==> config.mk <==
export PLATFORM = sky130hd
export DESIGN_NAME = serial_row_loader
export DESIGN_NICKNAME = d
export VERILOG_FILES = /design/src/rtl/serial_row_loader_pkg.sv /design/src/rtl/word_deserializer.sv /design/src/rtl/serial_row_loader.sv
export SDC_FILE = /design/constraint.sdc
export NUM_CORES = 1
export LEC_CHECK = 0
export CAP_MARGIN = 20
export CORE_MARGIN = 2
export CORE_UTILIZATION = 30
export DETAILED_ROUTE_END_ITERATION = 7
export SLEW_MARGIN = 20
export SYNTH_ARGS = -nofsm -noshare
export SYNTH_HDL_FRONTEND = slang
export SYNTH_SLANG_ARGS = --single-unit
==> constraint.sdc <==
create_clock -name CLK -period 2.95 [get_ports CLK]
set_input_delay 0.4425 -clock CLK [delete_from_list [all_inputs] [get_ports CLK]]
set_output_delay 0.4425 -clock CLK [all_outputs]
set_load 0.05 [all_outputs]
==> src/rtl/serial_row_loader_pkg.sv <==
// ============================================================================
// Package     : loader_pkg
// Description : Shared defaults, FSM state encoding and the bit-counter width
//               helper used by serial_row_loader and word_deserializer.
// Optional    : none here (SERIAL_PARITY_EN is consumed by the modules)
// Revision    : 1.0 - initial release
// ============================================================================
`default_nettype none

package loader_pkg;

  localparam int DEF_WORD_W       = 16;
  localparam int DEF_MAX_FEATURES = 15;
  localparam int DEF_DATA_WIDTH   = DEF_WORD_W * (DEF_MAX_FEATURES + 1);

  typedef enum logic [1:0] {
    IDLE = 2'd0,
    LOAD = 2'd1,
    DONE = 2'd2
  } state_t;

  // Width of a counter that indexes the WORD_W/LANES beats of one word.
  // A single-beat word (LANES == WORD_W) still gets a 1-bit counter.
  function automatic int bit_cnt_width(input int word_w, input int lanes);
    int beats;
    beats = word_w / lanes;
    return (beats <= 1) ? 1 : $clog2(beats);
  endfunction

endpackage : loader_pkg

`default_nettype wire

==> src/rtl/word_deserializer.sv <==
// ============================================================================
// Module      : word_deserializer
// Description : Collects LANES serial bits per enabled cycle, LSB first, into a
//               WORD_W-bit word and flags the cycle in which the word is
//               complete. With SERIAL_PARITY_EN defined, every word is followed
//               by one extra beat whose lane 0 carries even parity; the word is
//               released on that beat together with the parity result.
// Ports       : CLK, RST (async, active low)
//               clear_i      - drop any partial word, restart the beat count
//               en_i         - sample S_i this cycle
//               S_i          - lane k carries bit LANES*n+k of the word
//               word_o       - assembled word (valid while word_ready_o = 1)
//               word_ready_o - combinational completion flag
//               par_err_o    - parity mismatch on the completing beat
// Optional    : SERIAL_PARITY_EN
// Revision    : 1.0 - initial release
// ============================================================================
`default_nettype none

module word_deserializer
  import loader_pkg::*;
#(
  parameter int WORD_W = DEF_WORD_W,
  parameter int LANES  = 1
) (
  input  logic              CLK,
  input  logic              RST,
  input  logic              clear_i,
  input  logic              en_i,
  input  logic [LANES-1:0]  S_i,
  output logic [WORD_W-1:0] word_o,
  output logic              word_ready_o,
  output logic              par_err_o
);

`ifdef SERIAL_PARITY_EN
  localparam int c_PAR_BEATS = 1;
`else
  localparam int c_PAR_BEATS = 0;
`endif
  localparam int c_BEATS = WORD_W / LANES;
  localparam int c_CNT_W = bit_cnt_width(WORD_W, LANES) + c_PAR_BEATS;
  localparam logic [c_CNT_W-1:0] c_LAST = c_CNT_W'(c_BEATS - 1 + c_PAR_BEATS);

  logic [WORD_W-1:0]  shreg_q, shreg_d;
  logic [WORD_W-1:0]  shift_in;
  logic [c_CNT_W-1:0] cnt_q, cnt_d;

  // New lanes enter at the top and move down, so after c_BEATS shifts the
  // first bits received sit at bit 0.
  generate
    if (LANES == WORD_W) begin : g_single_beat
      assign shift_in = S_i;
    end else begin : g_multi_beat
      assign shift_in = {S_i, shreg_q[WORD_W-1:LANES]};
    end
  endgenerate

  always_comb begin
    shreg_d      = shreg_q;
    cnt_d        = cnt_q;
    word_ready_o = 1'b0;
    par_err_o    = 1'b0;
`ifdef SERIAL_PARITY_EN
    // The parity beat does not shift; the word is already complete in shreg.
    word_o = shreg_q;
    if (en_i) begin
      if (cnt_q == c_LAST) begin
        word_ready_o = 1'b1;
        par_err_o    = ((^shreg_q) != S_i[0]);
      end else begin
        shreg_d = shift_in;
      end
    end
`else
    word_o = shift_in;
    if (en_i) begin
      shreg_d      = shift_in;
      word_ready_o = (cnt_q == c_LAST);
    end
`endif
    if (en_i) begin
      cnt_d = word_ready_o ? '0 : cnt_q + c_CNT_W'(1);
    end
  end

  always_ff @(posedge CLK or negedge RST) begin
    if (!RST) begin
      shreg_q <= '0;
      cnt_q   <= '0;
    end else if (clear_i) begin
      shreg_q <= '0;
      cnt_q   <= '0;
    end else begin
      shreg_q <= shreg_d;
      cnt_q   <= cnt_d;
    end
  end

endmodule : word_deserializer

`default_nettype wire

==> src/rtl/serial_row_loader.sv <==
// ============================================================================
// Module      : serial_row_loader
// Description : Serial-to-parallel dataset loader. Rows of (feat+1) words
//               arrive highest word index first; each completed row is written
//               as one DATA_WIDTH-wide memory word at consecutive row addresses
//               until data_points+1 rows have been written.
// Ports       : CLK, RST (async, active low)
//               start, abort      - load request / cancel
//               feat, data_points - row shape and last row index (on start)
//               s_valid, S        - serial stream, LANES bits per valid cycle
//               wr_en, wr_addr, wr_data - row write port (held between strobes)
//               busy, done        - status
//               parity_err        - sticky parity mismatch (0 without parity)
// Optional    : SERIAL_PARITY_EN - per-word even parity beat on lane 0
// Revision    : 1.0 - initial release
// ============================================================================
`default_nettype none

module serial_row_loader
  import loader_pkg::*;
#(
  parameter int WORD_W       = DEF_WORD_W,
  parameter int MAX_FEATURES = DEF_MAX_FEATURES,
  parameter int ADDR_WIDTH   = 12,
  parameter int LANES        = 1,
  parameter int DATA_WIDTH   = WORD_W * (MAX_FEATURES + 1)
) (
  input  logic                  CLK,
  input  logic                  RST,
  input  logic                  start,
  input  logic                  abort,
  input  logic [3:0]            feat,
  input  logic [ADDR_WIDTH-1:0] data_points,
  input  logic                  s_valid,
  input  logic [LANES-1:0]      S,
  output logic                  wr_en,
  output logic [ADDR_WIDTH-1:0] wr_addr,
  output logic [DATA_WIDTH-1:0] wr_data,
  output logic                  busy,
  output logic                  done,
  output logic                  parity_err
);

  state_t                state_q;
  logic [3:0]            feat_q;
  logic [ADDR_WIDTH-1:0] dp_q;
  logic [3:0]            word_idx_q;
  logic [ADDR_WIDTH-1:0] row_idx_q;
  logic [DATA_WIDTH-1:0] row_buf_q;
  logic [DATA_WIDTH-1:0] row_ins_d;
  logic                  last_wr_q;
  logic                  wr_en_q;
  logic [ADDR_WIDTH-1:0] wr_addr_q;
  logic [DATA_WIDTH-1:0] wr_data_q;
  logic                  busy_q;
  logic                  done_q;
  logic                  par_err_q;

  logic                  in_load;
  logic                  des_clear;
  logic                  des_en;
  logic [WORD_W-1:0]     des_word;
  logic                  des_ready;
  logic                  des_par_err;

  assign in_load   = (state_q == LOAD);
  // Abort wins over start; start is only honoured outside LOAD.
  assign des_clear = (start && !in_load) || (abort && in_load);
  assign des_en    = s_valid && in_load && !abort;

  word_deserializer #(
    .WORD_W (WORD_W),
    .LANES  (LANES)
  ) u_deser (
    .CLK          (CLK),
    .RST          (RST),
    .clear_i      (des_clear),
    .en_i         (des_en),
    .S_i          (S),
    .word_o       (des_word),
    .word_ready_o (des_ready),
    .par_err_o    (des_par_err)
  );

  // Row buffer with the completing word dropped into slot word_idx_q.
  always_comb begin
    row_ins_d = row_buf_q;
    for (int j = 0; j <= MAX_FEATURES; j++) begin
      if (word_idx_q == 4'(j)) begin
        row_ins_d[j*WORD_W +: WORD_W] = des_word;
      end
    end
  end

  always_ff @(posedge CLK or negedge RST) begin
    if (!RST) begin
      state_q    <= IDLE;
      feat_q     <= '0;
      dp_q       <= '0;
      word_idx_q <= '0;
      row_idx_q  <= '0;
      row_buf_q  <= '0;
      last_wr_q  <= 1'b0;
      wr_en_q    <= 1'b0;
      wr_addr_q  <= '0;
      wr_data_q  <= '0;
      busy_q     <= 1'b0;
      done_q     <= 1'b0;
      par_err_q  <= 1'b0;
    end else begin
      wr_en_q <= 1'b0;
      case (state_q)
        IDLE, DONE: begin
          if (start) begin
            state_q    <= LOAD;
            feat_q     <= feat;
            dp_q       <= data_points;
            word_idx_q <= feat;
            row_idx_q  <= '0;
            row_buf_q  <= '0;
            last_wr_q  <= 1'b0;
            busy_q     <= 1'b1;
            done_q     <= 1'b0;
            par_err_q  <= 1'b0;
          end
        end
        LOAD: begin
          if (abort) begin
            state_q    <= IDLE;
            busy_q     <= 1'b0;
            row_idx_q  <= '0;
            row_buf_q  <= '0;
            word_idx_q <= feat_q;
            last_wr_q  <= 1'b0;
          end else if (last_wr_q) begin
            // Final strobe is on the bus this cycle; report completion next.
            state_q   <= DONE;
            busy_q    <= 1'b0;
            done_q    <= 1'b1;
            last_wr_q <= 1'b0;
          end else if (des_ready) begin
            if (des_par_err) begin
              par_err_q <= 1'b1;
            end
            if (word_idx_q == 4'd0) begin
              wr_en_q    <= 1'b1;
              wr_addr_q  <= row_idx_q;
              wr_data_q  <= row_ins_d;
              row_buf_q  <= '0;
              word_idx_q <= feat_q;
              row_idx_q  <= row_idx_q + ADDR_WIDTH'(1);
              if (row_idx_q == dp_q) begin
                last_wr_q <= 1'b1;
              end
            end else begin
              row_buf_q  <= row_ins_d;
              word_idx_q <= word_idx_q - 4'd1;
            end
          end
        end
        default: begin
          state_q <= IDLE;
          busy_q  <= 1'b0;
          done_q  <= 1'b0;
        end
      endcase
    end
  end

  assign wr_en      = wr_en_q;
  assign wr_addr    = wr_addr_q;
  assign wr_data    = wr_data_q;
  assign busy       = busy_q;
  assign done       = done_q;
  assign parity_err = par_err_q;

endmodule : serial_row_loader

`default_nettype wire

==> impl_summary.md <==
GRT
Entering global routing, the biggest net connects 81 pins. Global routing used 19.5% of the available tracks across all layers. The total congestion overflow is 0. The initial antenna violation count is 1. The first global-routing pass estimated 120 mm of wire.

The number of global-route vias before repair was 18000.

Critical path
In this run the worst setup path begins at word_idx_q[0]. Broken down by cell family, the worst path's largest delay share belongs to simple AND/OR/NAND/NOR gates. Walking the worst path, the cells encountered are inv_1, ha_1, nor3b_2, buf_4, nand2_1, o2bb2ai_1. The largest stage delay on the critical path is 470 ps.

The number of buffers and inverters on the critical path is 2. The slowest stage of the critical path is the sky130_fd_sc_hd__nand2_1 cell. In this run the worst path has a maximum fanout of 17. The worst setup path category is reg -> reg.

The start of the worst register-to-register path is word_idx_q[0]. The type of element capturing the critical path is a flip-flop. For the worst setup path, the data required time is 3460 ps. Data arrives at the worst endpoint at 3130 ps. STA classifies the critical path startpoint as a flip-flop.

Timing
For the final database, setup skew stands at 24.2 ps. Setup violations remaining at the end of the flow were counted as 0. In the post-route analysis, the smallest setup slack over all paths is 328 ps.

The maximum clock frequency is 381 MHz. The worst hold-check slack is 386 ps. Setup repair after global routing left no endpoint under its margin. The final setup TNS is 0 ps. The headroom to the max-slew limit is 30.1%.

The actual slew at the worst max-slew pin is 1050 ps. The number of endpoints with negative hold slack in the final report is 0. The number of max-slew violations in the final report came to 0. The clock period could shrink to 2620 ps. The final worst-path cycle share is 88.9%.

Place
At the end of routability-driven placement, the weighted congestion stood at 0.818. The count of placed standard cells including taps is 3296. Detailed placement finished with a half-perimeter wire length of 53.9 mm. In this run the cell area measured after placement is 0.0281 sq mm. Timing analysis after detailed placement gives a worst setup slack of 110 ps. Port buffering added 292 buffers.

Yosys
The fraction of registers with async set/reset is 100%. The warning count from the yosys run is 0. The mean post-synth cell area is 11.7 sq um.

Among all flip-flop cells after synthesis, the most frequent one is sky130_fd_sc_hd__dfrtp_1. Counting instances in the post-synthesis netlist gives the leading cell types as sky130_fd_sc_hd__dfrtp_1, sky130_fd_sc_hd__a21oi_1, sky130_fd_sc_hd__nor2_1, sky130_fd_sc_hd__mux2i_1, sky130_fd_sc_hd__o2bb2ai_1. The sequential element share of the synthesized area is 59.4%. The leading cell type by number of instances after synthesis is sky130_fd_sc_hd__dfrtp_1. Yosys mapped a number of flops with a built-in enable equal to 0. Ranked by total cell area, the synthesized netlist is headed by sky130_fd_sc_hd__dfrtp_1, sky130_fd_sc_hd__mux2i_1, sky130_fd_sc_hd__o2bb2ai_1. The top cell type by area accounts for 59.4% of the synthesized area. The post-synthesis cell type with the largest combined area is sky130_fd_sc_hd__dfrtp_1. The flop and latch count out of synthesis is 565. In this run the cell area of the synthesized design comes to 0.0238 sq mm. When the netlist entered floorplanning its net count stood at 2066. The distinct cell type count of the synthesized netlist is 61. The gate count of the mapped netlist is 2038.

Floorplan
During I/O placement, the number of pins put on the boundary was 294. The die boundary width is 286 um. The floorplan has 103 rows. The die outline area is 0.0816 sq mm. The core region is 0.0787 sq mm. Once the floorplan was initialized, standard cells occupied 30.2% of the core. The die span in y is 286 um.

Hold path
The path class of the tightest hold or removal check is in -> reg. The startpoint of the tightest hold check path is data_points[5].

CTS
The clock tree from TritonCTS is built. The maximum buffer depth of the clock tree is 3. In this run, post-CTS repair resized a total of 0 instances.

The number of clock sinks seen by CTS is 565. The later pin in the worst-skew pair is clocked with a latency of 610 ps. After clock tree synthesis, the clock-pin slew on the worst setup and hold paths is 60 ps. Clock tree synthesis selected as its root buffer the cell sky130_fd_sc_hd__clkbuf_16. The H-tree was split into 3 levels.

The number of buffers created by CTS is 67. Once the clock tree was built, the setup fixing pass inserted 0 buffers. The number of hold buffers added after CTS was 1.

Detailed routing
The final route contains 17600 vias. The via density per instance is 5.15. The first-pass iteration count of the detailed router is 5. The overall routed net length is 80.5 mm. The residual DRC count is 0. The iteration-0 DRC count of the detailed router is 1423.

After detailed routing, the average wire length per cell comes to 23.5 um. The detail route stage leaves a number of antenna-violating nets equal to 0.

Final layout
The finished cells cover 0.0303 sq mm. The post-layout net count is 2344. Excluding fillers, the count of instances in the completed layout stands at 3419. The share of final-layout standard cells stronger than drive strength 1 is 11.4%. Relative to the synthesized area, the layout overhead comes to 27.5%. The repair_antennas step left the layout with diodes totalling 0.

Power
The analysis attributes to cell leakage a power of 0.0142 uW. The worst supply voltage drop on vdd is 405 uV. The areal power density over the cells is 603 mW/mm^2.

Job
The max-cap check violation count is 0.

Outcome
The flow ran to the end, and the final reports show no timing, DRC or antenna violations.
layer usage:
layer | vias up | routed length [um] | track usage [%]
met5 | - | 0 | 0
met4 | 0 | 1850 | 5.59
met3 | 107 | 5710 | 4.35
met2 | 642 | 36400 | 30.1
met1 | 9050 | 36600 | 27.6
li1 | 7824 | - | -
state kept, by name, indices dropped and copies added (netlist names), 2 cells and up:
signal / count
wr_addr: 12
u_deser.cnt_q: 4
state_q: 2
u_deser.shreg_q: 15
word_idx_q: 4
wr_data: 256
dp_q: 12
feat_q: 4
row_buf_q: 240
row_idx_q: 12
cell type report:
type,instances,area (sq um)
Fill cell,7516,48400
Sequential cell,565,14100
Multi-Input combinational cell,1284,8750
Timing Repair Buffer,396,3910
Clock buffer,100,1980
Tap cell,1050,1310
Clock inverter,22,239
Inverter,2,7.51
logic make-up after synthesis:
| group | count (synthesis) | synth area share [%] |
|---|---|---|
| XOR/XNOR | 13 | 0.479 |
| other | 1 | 0.0158 |
| flip-flops | 565 | 59.4 |
| adder cells (fa/ha/maj) | 6 | 0.315 |
| AND/OR/NAND/NOR | 439 | 8.02 |
| AO/OA/AOI/OAI | 550 | 16.0 |
| multiplexers | 275 | 11.7 |
| buffers and inverters | 189 | 4.02 |
path summary, 6_finish.rpt:
| check | to | slack (ps) | depth (start not counted) |
|---|---|---|---|
| hold reg to reg | row_buf_q[48] | 490 | 1 |
| setup / recovery | row_buf_q[39] | 330 | 6 |
| max in group asynchronous | wr_en | 1580 | 3 |
| min in group asynchronous | wr_data[204] | 410 | 2 |
| setup reg to reg | row_buf_q[39] | 330 | 6 |
| hold / removal | dp_q[5] | 390 | 3 |
per-stage QoR:
| stage | total power (uW) | utilization, % |
|---|---|---|
| 2_1_floorplan | 9330 | - |
| 3_3_place_gp | 10100 | 35.7 |
| 3_5_place_dp | 10100 | 35.7 |
| 4_1_cts | 18500 | 38.5 |
| 5_1_grt | 19000 | 38.5 |
| 6_report | 18300 | 38.5 |
layout by cell type, fill, tap and decap left out, types with 3 or more instances in the layout:
master                            synthesis  layout
sky130_fd_sc_hd__mux2i_1                247     247
sky130_fd_sc_hd__clkbuf_8                 0      16
sky130_fd_sc_hd__buf_4                   34      87
sky130_fd_sc_hd__nor4_1                   4       4
sky130_fd_sc_hd__clkinv_2                 0      10
sky130_fd_sc_hd__bufinv_16                0       3
sky130_fd_sc_hd__nor2_1                 250     250
sky130_fd_sc_hd__and4_1                   4       4
sky130_fd_sc_hd__mux2_2                  26      26
sky130_fd_sc_hd__nor3b_2                  1       5
sky130_fd_sc_hd__xor2_1                  13      13
sky130_fd_sc_hd__o2bb2ai_1              240     240
sky130_fd_sc_hd__a21o_1                   6       6
sky130_fd_sc_hd__nand2_1                112     112
sky130_fd_sc_hd__clkbuf_16                0      68
sky130_fd_sc_hd__clkbuf_1                57      16
sky130_fd_sc_hd__nor3_1                   4       4
sky130_fd_sc_hd__clkinv_8                 0       3
sky130_fd_sc_hd__a22o_1                  10      10
sky130_fd_sc_hd__or3_1                   11      11
sky130_fd_sc_hd__nand3_1                 10      10
sky130_fd_sc_hd__dfrtp_1                565     564
sky130_fd_sc_hd__buf_12                   0      16
sky130_fd_sc_hd__o21ai_0                  9       9
sky130_fd_sc_hd__o21ai_2                  7       7
sky130_fd_sc_hd__nand2_2                  5       5
sky130_fd_sc_hd__nand3_2                  3       3
sky130_fd_sc_hd__nor2b_1                  7       7
sky130_fd_sc_hd__ha_1                     6       6
sky130_fd_sc_hd__clkdlybuf4s50_1          0     291
sky130_fd_sc_hd__a21o_2                   5       5
sky130_fd_sc_hd__a31oi_1                  4       4
sky130_fd_sc_hd__and2_1                   5       5
sky130_fd_sc_hd__a21oi_1                253     253
where the power goes:
| part | switching [uW] | internal [uW] |
|---|---|---|
| combinational | 1340 | 659 |
| sequential | 139 | 7840 |
| clock | 3400 | 4940 |
tightest hold or removal path: stages:
cell	delay, ps
sky130_fd_sc_hd__clkdlybuf4s50_1	400
sky130_fd_sc_hd__nand2_1	50
sky130_fd_sc_hd__nand2_1	40
Power figures use the tool's default switching activity.
